**config.mk**
```make
export PLATFORM = sky130hd
export DESIGN_NAME = bus_select_encoder
export DESIGN_NICKNAME = d
export VERILOG_FILES = /design/src/rtl/bus_select_encoder.sv
export SDC_FILE = /design/constraint.sdc
export NUM_CORES = 1
export LEC_CHECK = 0
export CORE_ASPECT_RATIO = 0.7
export CORE_UTILIZATION = 40
export DETAILED_ROUTE_END_ITERATION = 10
export MAX_ROUTING_LAYER = met4
export SYNTH_ARGS = -nofsm -noshare
export SYNTH_HDL_FRONTEND = slang
export SYNTH_SLANG_ARGS = --single-unit
```
**constraint.sdc**
```tcl
create_clock -name clk -period 4.95 [get_ports clk]
set_input_delay 0.495 -clock clk [delete_from_list [all_inputs] [get_ports clk]]
set_output_delay 0.495 -clock clk [all_outputs]
set_load 0.01 [all_outputs]
```
**src/rtl/bus_select_encoder.sv**
```systemverilog
// Registered N-source bus-select encoder with fixed-priority / round-robin arbitration,
// grant locking and no-request / multiple-request flags.
module bus_select_encoder #(
  parameter int          N            = 32,
  parameter int          W            = 5,
  parameter int unsigned DEFAULT_CODE = (32'd1 << W) - 32'd1
) (
  input  logic         clk,
  input  logic         clr,
  input  logic         en,
  input  logic         mode,
  input  logic         lock,
  input  logic [N-1:0] req,
  output logic [W-1:0] sel,
  output logic         valid,
  output logic         multi,
  output logic [W-1:0] ptr
);

  generate
    if ((N < 2) || (N > 256) || ((1 << W) < N)) begin : g_bad_params
      $error("bus_select_encoder: N must be 2..256 and 2**W must be >= N");
    end
  endgenerate

  logic [W-1:0] sel_r, ptr_r;
  logic         valid_r, multi_r;
  logic [W-1:0] sel_nxt_s, ptr_nxt_s;
  logic         valid_nxt_s, multi_nxt_s;
  logic [W-1:0] fixed_idx_s, upper_idx_s, rr_idx_s, rr_ptr_s;
  logic         upper_found_s, lock_hit_s, any_s, multi_s;

  assign any_s   = |req;
  assign multi_s = |(req & (req - {{(N-1){1'b0}}, 1'b1}));

  // Scan requests: lowest set index overall, lowest set index at or above ptr, locked source still requesting
  always_comb begin
    fixed_idx_s   = {W{1'b0}};
    upper_idx_s   = {W{1'b0}};
    upper_found_s = 1'b0;
    lock_hit_s    = 1'b0;
    for (int i = N - 1; i >= 0; i--) begin
      fixed_idx_s   = req[i] ? W'(i) : fixed_idx_s;
      upper_idx_s   = (req[i] && (W'(i) >= ptr_r)) ? W'(i) : upper_idx_s;
      upper_found_s = upper_found_s | (req[i] & (W'(i) >= ptr_r));
      lock_hit_s    = lock_hit_s | (req[i] & (W'(i) == sel_r));
    end
  end

  // A circular search with no hit at or above ptr wraps to the lowest set index
  assign rr_idx_s = upper_found_s ? upper_idx_s : fixed_idx_s;
  assign rr_ptr_s = (rr_idx_s == W'(N - 1)) ? {W{1'b0}} : (rr_idx_s + {{(W-1){1'b0}}, 1'b1});

  // Next-state selection: hold, lock hold, no request, fixed priority or round-robin
  always_comb begin
    sel_nxt_s   = sel_r;
    valid_nxt_s = valid_r;
    multi_nxt_s = multi_r;
    ptr_nxt_s   = ptr_r;
    if (en) begin
      multi_nxt_s = multi_s;
      if (lock && valid_r && lock_hit_s) begin
        sel_nxt_s   = sel_r;
        valid_nxt_s = 1'b1;
      end else if (!any_s) begin
        sel_nxt_s   = W'(DEFAULT_CODE);
        valid_nxt_s = 1'b0;
      end else if (!mode) begin
        sel_nxt_s   = fixed_idx_s;
        valid_nxt_s = 1'b1;
      end else begin
        sel_nxt_s   = rr_idx_s;
        valid_nxt_s = 1'b1;
        ptr_nxt_s   = rr_ptr_s;
      end
    end else begin
      multi_nxt_s = multi_r;
    end
  end

  // State register with synchronous clear
  always_ff @(posedge clk) begin
    if (clr) begin
      sel_r   <= W'(DEFAULT_CODE);
      valid_r <= 1'b0;
      multi_r <= 1'b0;
      ptr_r   <= {W{1'b0}};
    end else begin
      sel_r   <= sel_nxt_s;
      valid_r <= valid_nxt_s;
      multi_r <= multi_nxt_s;
      ptr_r   <= ptr_nxt_s;
    end
  end

  assign sel   = sel_r;
  assign valid = valid_r;
  assign multi = multi_r;
  assign ptr   = ptr_r;

endmodule

```
## Yosys cells after proc, flatten, opt, wreduce, memory -nomap -nowiden

Index checks and enable logic that the tools add are counted.
W data, S select, Z words.

- Word-level logic and storage cells: 307
- Output and inout bits: 12
- Bits in registers: 12
- Bits of input ports: 37

- Bitwise gates (word level): 128
- Add/subtract/negate cells: 2
- Eq/ne operators: 32
- Reduce and logical (&&, ||, !) cells: 39
- Mux-type cells: 70
- Magnitude comparators: 32

Operator list:

| kind | count |
|---|---|
| $mux W5 | 68 |
| $eq A5 B5 Y1 const A | 16 |
| $ge A5 B5 Y1 const A | 16 |
| $and A1 B1 Y1 | 64 |
| $reduce_or A32 Y1 | 2 |
| $or A1 B1 Y1 | 62 |
| $eq A4 B5 Y1 const A | 8 |
| $ge A4 B5 Y1 const A | 8 |
| $logic_and A1 B1 Y1 | 34 |
| $and A32 B32 Y32 | 1 |
| $sub A32 B1 Y32 const B | 1 |
| $eq A3 B5 Y1 const A | 4 |
| $ge A3 B5 Y1 const A | 4 |
| $eq A2 B5 Y1 const A | 2 |
| $ge A1 B5 Y1 const A | 2 |
| $ge A2 B5 Y1 const A | 2 |
| $add A5 B1 Y5 const B | 1 |
| $eq A1 B5 Y1 const A | 1 |
| $eq A5 B5 Y1 const B | 1 |
| $logic_not A5 Y1 | 1 |
| $reduce_and A4 Y1 | 1 |
| $mux W1 | 2 |
| $reduce_and A2 Y1 | 1 |
| $not A1 Y1 | 1 |

## Logic depth before layout (Yosys ltp)

- Depth after elaboration: 37
- Mapped depth: 18
- Gate-level depth less buffers: 16

## Least setup slack after synthesis

No wires, ideal clock.

- Kind: in2reg
- Start point: input port req[23]
- End point: register ptr_r[3] (netlist: ptr[3])
- Required time: 4.877 ns
- Arrival: 3.274 ns
- Setup time: 0.073 ns
- Path buffers: 1
- Slack: 1.602 ns
- Cell stages on the path: 17
- Cells stage by stage: clkbuf_1 > or2_2 > or4_1 > o211ai_1 > a21oi_1 > o21ai_0 > a21o_1 > nor2_1 > ha_1 > nand2_1 > nor2_1 > ha_1 > inv_1 > nand2_1 > a2111oi_0 > o31ai_1 > o211ai_2

- Word-level cells in the longest chain between the ends: 28
- Elaborated cells on any way between the ends: 107
- Classes of those cells: add/sub (1); eq/ne (1); mux (50); bitwise (51); reduce/logical (4)

RTL lines:

| what | RTL line | source |
|---|---|---|
| start, declared | 13 | `input logic [N-1:0] req,` |
| $and A1 B1 Y1 (tied with other cells) | 45 | `upper_found_s = upper_found_s \| (req[i] & (W'(i) >= ptr_r));` |
| $or A1 B1 Y1 (tied with other cells) (24 in a row) | 45 |  |
| $mux W5 / $logic_and A1 B1 Y1 (equally long branches) | 51, 62 |  |
| $add A5 B1 Y5 (tied with other cells) | 52 | `assign rr_ptr_s = (rr_idx_s == W'(N - 1)) ? {W{1'b0}} : (rr_idx_s + {{(W-1){1'b0}}, 1'b1});` |
| $mux W5 / $reduce_and A4 Y1 (equally long branches) | - |  |
| end signal, assigned | 87 | `ptr_r <= {W{1'b0}};` |
| end signal, assigned | 92 | `ptr_r <= ptr_nxt_s;` |
| end, declared | 26 | `logic [W-1:0] sel_r, ptr_r;` |

Parallel ways exist; a longest one is shown, timed or not.
A chain may end at the register's enable or synchronous reset.

## Final worst setup path

- Start point: register ptr_r[3] (netlist: ptr[3])
- End point: register ptr_r[3] (netlist: ptr[3])

- Word-level cells in the longest chain between the ends: 37
- Elaborated cells on any way between the ends: 163
- Classes of those cells: add/sub (1); order compare (32); eq/ne (1); mux (34); bitwise (63); reduce/logical (32)

RTL lines:

| what | RTL line | source |
|---|---|---|
| $ge A5 B5 Y1 | 44, 45 |  |
| $logic_and A1 B1 Y1 | 44 | `upper_idx_s = (req[i] && (W'(i) >= ptr_r)) ? W'(i) : upper_idx_s;` |
| $mux W5 (32 in a row) | 44 |  |
| $mux W5 * | 51 | `assign rr_idx_s = upper_found_s ? upper_idx_s : fixed_idx_s;` |
| $add A5 B1 Y5 / $eq A5 B5 Y1 (equally long branches) | 52 |  |
| $mux W5 * | 52 |  |

Mark *: on every way between the ends. The rest lies on a longest branch, timed or not.

==> results.sh <==
export IMPL_outcome="completed"
export IMPL_peakVddDrop_v=0.000115
export IMPL_die_h_um=73.2
export IMPL_netlist_top_cells_area="dfxtp_1 (8.3%), o21ai_0 (6.0%), a21oi_1 (4.8%)"
export IMPL_worstHoldStart="multi"
export IMPL_min_path_cells=2
export IMPL_initial_core_util_pct=42.1
export IMPL_gp_congestion=0.958
export IMPL_numCtsBuffers=3
export IMPL_dr_first_iter_drc_count=423
export IMPL_drc=0
export IMPL_final_cells=555
export IMPL_cts_root_buf="clkbuf_8"
export IMPL_synth_cell_area_mm2=0.00290
export IMPL_synthCells=439
export IMPL_grt_max_degree=29
export IMPL_syn_num_nets=478
export IMPL_track_usage_pct=30.4
export IMPL_fillers=714
export IMPL_hold_viol_final=0
export IMPL_wl_per_cell_um=20.2
export IMPL_crit_type="flip-flop to flip-flop"
export IMPL_hp_class="flip-flop to flip-flop"
export IMPL_cts_tree="done"
export IMPL_worstRegToRegCells=16
export IMPL_r2r_start="ptr[3]"
export IMPL_ant_nets=0
export IMPL_fmax_mhz=234
export IMPL_synth_seq_cells=12
export IMPL_grt_first_pass_wirelength_um=17700
export IMPL_die_area_mm2=0.00760
export IMPL_drive_gt1_share_pct=9.11
export IMPL_synth_top_area_share_pct=8.28
export IMPL_die_w_um=104
export IMPL_cts_hold_buf=0
export IMPL_clk_latency_ns=0.24
export IMPL_synth_edff_count=0
export IMPL_final_area_mm2=0.00343
export IMPL_cts_sinks=12
export IMPL_dp_cells=551
export IMPL_timing_final_ws_setup_ns=0.672
export IMPL_clk_path_buf_depth=2
export IMPL_post_route_period_util_pct=86.4
export IMPL_cp_end_kind="flip-flop"
export IMPL_synth_area_mux_share_pct=3.32
export IMPL_rsz0062_at_grt="no"
export IMPL_ys_warn_count=0
export IMPL_worst_ep_required_time_ns=5.12
export IMPL_cts_setup_buffers=0
export IMPL_final_core_util_pct=49.8
export IMPL_core_area_mm2=0.00688
export IMPL_synth_compound_area_share_pct=39.1
export IMPL_yosysUniqueCellTypes=78
export IMPL_dr_pass1_iters=5
export IMPL_path_clk_slew_ns=0.06
export IMPL_whs_ns=0.508
export IMPL_synth_ff_type="dfxtp_1"
export IMPL_ios=49
export IMPL_antenna_found_initial=0
export IMPL_p_leak_nw=1.20
export IMPL_final_cell_mix="clkdlybuf4s50_1 (48), nor2_1 (36), o21ai_0 (35), nand2_1 (29), a21oi_1 (28)"
export IMPL_startpoint="ptr[3]"
export IMPL_synth_top_family_by_area="compound AO/OA/AOI/OAI gates"
export IMPL_slew_violations=0
export IMPL_diodes=0
export IMPL_critPathArrivalTime_ns=4.45
export IMPL_grt_overflow=0
export IMPL_ctsResizeCount=0
export IMPL_min_period_ns=4.28
export IMPL_p_per_area_mw_per_mm2=144
export IMPL_synth_top_area_cell="dfxtp_1"
export IMPL_vias=3725
export IMPL_fin_setup_tns_ns=0
export IMPL_hpwl_um=8680
export IMPL_num_rows=25
export IMPL_place_port_buffers=48
export IMPL_wl_um=11200
export IMPL_finalSetupViolCount=0
export IMPL_max_slew_margin_rel_pct=36.8
export IMPL_avgSynthCellArea_um2=6.61
export IMPL_cp_max_fo=25
export IMPL_routed_via_density=6.71
export IMPL_reg2reg_slack_ns=0.67
export IMPL_mostFrequentLayoutCell="clkdlybuf4s50_1"
export IMPL_synth_xor_area_share_pct=0
export IMPL_synth_simple_area_share_pct=37.7
export IMPL_grt_pass1_vias=3243
export IMPL_area_growth_pct=18.1
export IMPL_worst_pin_slew_ns=0.947
export IMPL_reg2reg_to="ptr[3]"
export IMPL_fin_skew_ns=0.00320
export IMPL_drv_cap=0
export IMPL_pre_cts_ws_ns=0.656
export IMPL_htree_levels=1
export IMPL_synth_adder_area_share_pct=2.59
export IMPL_p_total_mw=0.493
export IMPL_ys_seq_area_share_pct=8.28
export IMPL_fin_nets=501
export IMPL_synthArstFlopShare_pct=0
export IMPL_post_dp_cell_area_mm2=0.00337
export IMPL_start_kind="flip-flop"
export IMPL_hold_end="multi"
-- per-layer routing --
layer	wire (um)	vias up	global-route usage, %	part of all wire [%]
met5	0	-	-	0
met4	148	0	5.40	1.3
met3	1260	13	5.54	11
met2	4410	240	43.0	39
met1	5370	1735	44.5	48
li1	-	1737	-	-
-- cells by family (layout without fill, tap and decap cells) --
family | count (synthesis) | in the layout
buffers and inverters | 56 | 78
AOI/OAI and AO/OA | 162 | 162
adders and majority gates | 7 | 7
and+or+nand+nor | 194 | 194
muxes | 8 | 8
DFF | 12 | 12
-- layout make-up --
cell class | instances | area, um2 | area share, %
multi-input cells | 371 | 2400 | 70.1
repair buffers | 57 | 548 | 16.0
flip-flops and latches | 12 | 240 | 7.01
well taps | 94 | 118 | 3.43
inverters | 17 | 63.8 | 1.86
clock buffers | 4 | 55.1 | 1.61
-- state kept, by name, indices dropped and copies added (netlist names) --
register,cells
ptr,5
sel,5
multi,1
valid,1
-- synthesized netlist by cell type, types with 3 or more instances --
master     n
or2_2      6
a21boi_0   5
maj3_1     5
and3_1     8
mux2_2     3
buf_4      5
nand4_1    8
and3b_1    4
or3_1      5
nor2b_1   12
or4_1      4
a22oi_1    5
a22o_1     4
o2111a_1   3
nor3b_1    4
a21oi_1   28
mux2i_1    4
nor2_1    36
a211oi_1   9
a31oi_1   10
a221o_1    3
and2_1     3
nor3_1    22
or2_1      3
buf_2      9
a31o_2     3
nand3_1   14
dfxtp_1   12
o21ai_0   35
a21bo_2    3
o211ai_1  12
o311ai_0   3
o22ai_1    4
nand2b_1  11
nand2_1   29
clkbuf_1  22
inv_1     16
nor4_1    12
a21o_1     3
o21a_1     3
-- worst max path at each step --
stage | cells after the start | slack, ns | to
6_report | 16 | 0.67 | ptr[3]
5_1_grt | 16 | 0.29 | ptr[3]
4_1_cts | 16 | 0.83 | ptr[3]
3_5_place_dp | 17 | 0.66 | ptr[3]
3_3_place_gp | 17 | 0.88 | ptr[3]
2_1_floorplan | 17 | 1.60 | ptr[3]
-- report_power, final --
part	internal, mW	switching, mW
Sequential	0.104	0.0206
Clock	0.0703	0.0375
Combinational	0.114	0.147
Total	0.289	0.205
-- critical path: stages, from the launching register on --
cell,delay (ns)
dfxtp_1,0.94
nand3_1,0.41
o31ai_2,0.43
nand3_2,0.18
nor4_4,0.38
and2_1,0.24
a21o_1,0.20
nor2_1,0.06
ha_1,0.22
nand2_1,0.06
nor2_1,0.04
ha_1,0.22
inv_1,0.12
nand2_1,0.07
a2111oi_0,0.37
o31ai_1,0.17
o211ai_2,0.08
No activity file was read; power rests on OpenSTA's default activity.
==> RTL change 1, RTL diff (same flow settings) <==
Set the parameter `W` to 7 (it was 5).
--- a/src/rtl/bus_select_encoder.sv
+++ b/src/rtl/bus_select_encoder.sv
@@ -4,3 +4,3 @@
   parameter int          N            = 32,
-  parameter int          W            = 5,
+  parameter int          W            = 7,
   parameter int unsigned DEFAULT_CODE = (32'd1 << W) - 32'd1
Ports: changed (resized ptr and sel); port bits go from 49 to 53. No check against the original RTL was run, so the function may have changed too.
==> RTL change 1 against the unedited design <==
  * Total power up 6.9%
  * Synthesized area up 5.3%
  * Sequential cell count increased by 2
  * Cell area increased by 3.8%
  * Wire length increased by 5.2%
  * Worst setup slack improved by 0.45 ns
  * Combinational power is essentially flat
  * Synthesized cell count increased by 3.9%
  * Sequential power rose by 22%
  * Critical path type unchanged
==> RTL change 1: results (changes against the unedited design) <==
Clock tree
  – Longest Clk Path Bufs: 2 (unchanged)
  – Num CTS Buffers: 3 (unchanged)
  – Post-CTS Setup Inserts: 0 (unchanged)
  – Worst-path clk slew: 0.06 ns (about the same)
  – Root Driver: clkbuf_8 (unchanged)
  – Worst-Skew Late Latency: 0.25 ns
  – CTS HTree Levels: 1 (unchanged)
  – PostCTS Resize Cnt: 0 (unchanged)

Detailed routing
  – Via density: 6.80 (was 6.71)
  – DR iter-0 viols: 447 (was 423)
  – First drt pass iteration count: 5 (unchanged)
  – Wire per inst: 20.7 um (was 20.2 um)

Worst setup path
  – Worst EP arrival: 3.95 ns (was 4.45 ns)
  – Max incr delay on CP: 0.91 ns (was 0.94 ns)
  – CP max stage cell: dfxtp_1 (unchanged)
  – Critical path's top delay family: compound AO/OA/AOI/OAI gates (was simple AND/OR/NAND/NOR gates)
  – Max Fanout on Critical Path: 24 (was 25)

Synthesis
  – Synth area leaders: dfxtp_1 9.2%, a21oi_1 7.0%, o21ai_0 6.2%, nor2_1 4.7%, nand2_1 3.4% (was dfxtp_1 8.3%, o21ai_0 6.0%, a21oi_1 4.8%, nor2_1 4.7%, nor3_1 3.8%)
  – Ys Warns: 0 (unchanged)
  – Sequential area share after synthesis: 0.0918 (was 0.0828)
  – Syn_nets: 495 (was 478)
  – Post-synth top cells: 43 x a21oi_1, 38 x nor2_1, 38 x o21ai_0, 28 x nand2_1, 20 x clkbuf_1 (was 36 x nor2_1, 35 x o21ai_0, 29 x nand2_1, 28 x a21oi_1)
  – Yosys cell types: 87 (was 78)
  – Mapped Cells: 456 (was 439)

Placed design
  – DPL Wire Length: 9.06 mm (was 8.68 mm)
  – Routability cong.: 0.973 (was 0.958)
  – Dpl ws: 1.01 ns (was 0.656 ns)
  – Port bufs: 51 (was 48)

Power
  – Pleak: 1.25 nW (was 1.20 nW)
  – VDD IR max: 0.000106 V (was 0.000115 V)

Global route
  – Largest net degree at the start of global routing: 25 (was 29)
  – First-pass GRT wire length: 18.2 mm (was 17.7 mm)
  – Initial antenna violation count: 0 (unchanged)
  – Vias in the first global route: 3249 (was 3243)
  – Gr usage total: 0.304 (about the same)

Finish
  – Fillers: 786 (was 714)
  – Final Non-Filler Cells: 569 (was 555)
  – Final #Nets: 511 (was 501)
  – ANT cells: 0 (unchanged)
  – Layout cell share with drive strength beyond 1: 0.0998 (was 0.0911)

STA
  – Clock Skew: 0.00311 ns (was 0.00320 ns)
  – Max transition margin: 0.395 (was 0.368)

Status
  – Status: finished, final reports clean (unchanged)

Worst hold path
  – Hold Crit Class: register to register (unchanged)
RTL change 1: cell types whose count changed in the layout (fill, tap and decap cells not counted), moves of 6 or more:
cell      delta
buf_4        -6
nor4_1       -9
o211ai_1     -6
a21oi_1     +15
nand2b_1     -7
nor3_1       -7
RTL change 1: cell families after synthesis:
family / count (synthesis) / synth area share
buffers and inverters: 61 / 0.0906
AOI/OAI and AO/OA: 190 / 0.430
DFF: 14 / 0.0918
adders and majority gates: 5 / 0.0180
other: 1 / 0.00123
muxes: 9 / 0.0381
and+or+nand+nor: 176 / 0.331
RTL change 1: per-layer routing:
metal,GRT usage,up-vias,share of wire
met5,-,-,0
met4,0.0715,0,0.022
met3,0.0485,27,0.11
met2,0.417,269,0.39
met1,0.453,1784,0.48
li1,-,1787,-
RTL change 1: layout make-up:
cell class	count	area share
Tap cell	98	0.0345
Multi-Input combinational cell	381	0.702
Timing Repair Buffer	54	0.150
Sequential cell	14	0.0788
Inverter	18	0.0190
Clock buffer	4	0.0155
RTL change 1: power by group:
group	switching, W	total, W	internal, W	leakage (nW)
Sequential	0.0000319	0.000153	0.000121	0.116
Clock	0.0000442	0.000115	0.0000705	0.0288
Combinational	0.000145	0.000260	0.000115	1.11
RTL change 1: worst reg2reg max path: stages, from the launching register on:
cell	delay [ns]
dfxtp_1	0.91
a21oi_1	0.34
o21ai_1	0.34
o211ai_2	0.20
a2111oi_4	0.47
nand3b_2	0.16
o211ai_2	0.32
ha_1	0.24
and3_1	0.16
ha_1	0.15
nor2_1	0.06
and2_1	0.20
nand2_1	0.09
o211ai_2	0.07
RTL change 1: path summary, 6_finish.rpt:
| check | start | cells past startpoint | slack (ns) | end |
|---|---|---|---|---|
| worst max-delay path | ptr[1]$_SDFFE_PP0P_ | 13 | 1.12 | ptr[3]$_SDFFE_PP0P_ |
| worst min-delay path | valid$_SDFFE_PP0P_ | 1 | 0.49 | valid$_SDFFE_PP0P_ |
| worst max register to register | ptr[1]$_SDFFE_PP0P_ | 13 | 1.12 | ptr[3]$_SDFFE_PP0P_ |
| worst min register to register | valid$_SDFFE_PP0P_ | 1 | 0.49 | valid$_SDFFE_PP0P_ |
RTL change 1: through the flow:
| step | total power, W | instance area (sq um) |
|---|---|---|
| after floorplan | 0.000310 | 3050 |
| after detailed placement | 0.000406 | 3500 |
| after global routing | 0.000559 | 3550 |
| after global placement | 0.000408 | 3500 |
| after CTS | 0.000522 | 3550 |
| final | 0.000528 | 3550 |
==> RTL change 2, RTL diff (same settings) <==
Without the edit above. Put one more register stage on the output `sel`. The value now appears one clock later. The other outputs are not delayed to match.
--- a/src/rtl/bus_select_encoder.sv
+++ b/src/rtl/bus_select_encoder.sv
@@ -95,3 +95,5 @@
 
-  assign sel   = sel_r;
+  always_ff @(posedge clk) begin
+    sel <= sel_r;
+  end
   assign valid = valid_r;
Behaviour: not the same (a bounded check fails within 4 cycles, from zero or initial values).
==> RTL change 2 against the unedited design <==
  * Cell area increased by 9.2%
  * Die area increased by 11%
  * Wire length increased by 12%
  * Worst setup slack improved by 0.020 ns
  * Synthesized area increased by 11%
  * Total power increased by 27%
  * Sequential cell count increased by 5
  * Critical path type unchanged
==> RTL change 2: results (changes against the unedited design) <==
Worst hold path
  – Hold Path Cell Cnt: 0 (was 2)

Worst setup path
  – Critical path's top delay family: compound AO/OA/AOI/OAI gates (was simple AND/OR/NAND/NOR gates)
  – Worst EP arrival: 4.45 ns (about the same)
  – R2R Path Start: ptr[2]$_SDFFE_PP0P_ (was ptr[3]$_SDFFE_PP0P_)
  – Max Fanout on Critical Path: 24 (was 25)
  – R2R cell count: 15 (was 16)

Synthesis
  – Post-synth top cells: 41 x a21oi_1, 40 x nor2_1, 34 x nand2_1, 34 x o21ai_0, 21 x inv_1 (was 36 x nor2_1, 35 x o21ai_0, 29 x nand2_1, 28 x a21oi_1)
  – Async SR Flop Fraction: 0 (unchanged)
  – Syn_nets: 508 (was 478)
  – Yosys cell types: 93 (was 78)
  – Synth area leaders: dfxtp_1 11%, a21oi_1 6.4%, o21ai_0 5.3%, nor2_1 4.6%, nand2_1 4.0% (was dfxtp_1 8.3%, o21ai_0 6.0%, a21oi_1 4.8%, nor2_1 4.7%, nor3_1 3.8%)
  – Sequential area share after synthesis: 0.105 (was 0.0828)

STA
  – Post-route setup slack: 0.692 ns (was 0.672 ns)
  – Clock Skew: 0.00362 ns (was 0.00320 ns)
  – Worst Max-Slew Pin Slew: 0.945 ns (was 0.947 ns)

Power
  – VDD IR max: 0.000139 V (was 0.000115 V)
  – Pleak: 1.37 nW (was 1.20 nW)

Detailed routing
  – First drt pass iteration count: 6 (was 5)
  – Wire per inst: 21.3 um (was 20.2 um)
  – DR iter-0 viols: 466 (was 423)
  – Vias post-DR: 3888 (was 3725)

Clock tree
  – Root Driver: clkbuf_16 (was clkbuf_8)

Global route
  – M2 GR Usage: 0.442 (was 0.430)
  – GRT met1 Usage: 0.474 (was 0.445)
  – GR Util met3: 0.0561 (was 0.0554)
  – Vias in the first global route: 3510 (was 3243)
  – First-pass GRT wire length: 19.9 mm (was 17.7 mm)
  – Gr usage total: 0.314 (was 0.304)

Finish
  – Final #Nets: 530 (was 501)
  – Layout cell share with drive strength beyond 1: 0.116 (was 0.0911)

Status
  – Status: finished, final reports clean (unchanged)

Placed design
  – DPL Wire Length: 9.77 mm (was 8.68 mm)
  – Routability cong.: 0.922 (was 0.958)
  – Dpl ws: 0.579 ns (was 0.656 ns)
-- RTL change 2: cell type report --
cell class	instances	area, sq um	area share
multi-input cells	388	2540	0.680
repair buffers	59	563	0.151
flip-flops and latches	17	340	0.0910
well taps	101	126	0.0338
inverters	22	82.6	0.0221
clock buffers	3	75.1	0.0201
clock inverters	1	7.51	0.00201
-- RTL change 2: per-layer routing --
layer | vias to the layer above | part of all wire
li1 | 1821 | -
met1 | 1849 | 0.48
met2 | 206 | 0.42
met3 | 12 | 0.10
met4 | 0 | 0.0051
met5 | - | 0
-- RTL change 2: worst min-delay path by stage --
| stage | slack [ns] | from | to |
|---|---|---|---|
| detailed placement | 0.40 | sel_r[4]$_SDFFE_PP1P_ | sel[4]$_DFF_P_ |
| finish | 0.41 | sel_r[4]$_SDFFE_PP1P_ | sel[4]$_DFF_P_ |
| CTS | 0.41 | sel_r[4]$_SDFFE_PP1P_ | sel[4]$_DFF_P_ |
| floorplan | 0.35 | sel_r[2]$_SDFFE_PP1P_ | sel[2]$_DFF_P_ |
| global placement | 0.40 | sel_r[4]$_SDFFE_PP1P_ | sel[4]$_DFF_P_ |
| global route | 0.42 | sel_r[4]$_SDFFE_PP1P_ | sel[4]$_DFF_P_ |
-- RTL change 2: report_power, final --
group	switching [W]	internal, W	total (W)
sequential	0.0000256	0.000148	0.000174
combinational	0.000162	0.000120	0.000281
clock	0.0000618	0.000109	0.000171
-- RTL change 2: cell families after synthesis --
logic type | after synthesis | synth area share
and+or+nand+nor | 193 | 0.341
DFF | 17 | 0.105
AOI/OAI and AO/OA | 183 | 0.407
muxes | 7 | 0.0232
buffers and inverters | 64 | 0.107
xor gates and xnor gates | 1 | 0.00271
adders and majority gates | 4 | 0.0143
-- RTL change 2: metrics by stage --
stage	instances	instance area, sq um	util
2_1_floorplan	469	3230	-
3_3_place_gp	587	3660	0.467
3_5_place_dp	587	3660	0.467
4_1_cts	591	3740	0.477
5_1_grt	591	3740	0.477
6_report	591	3740	0.477
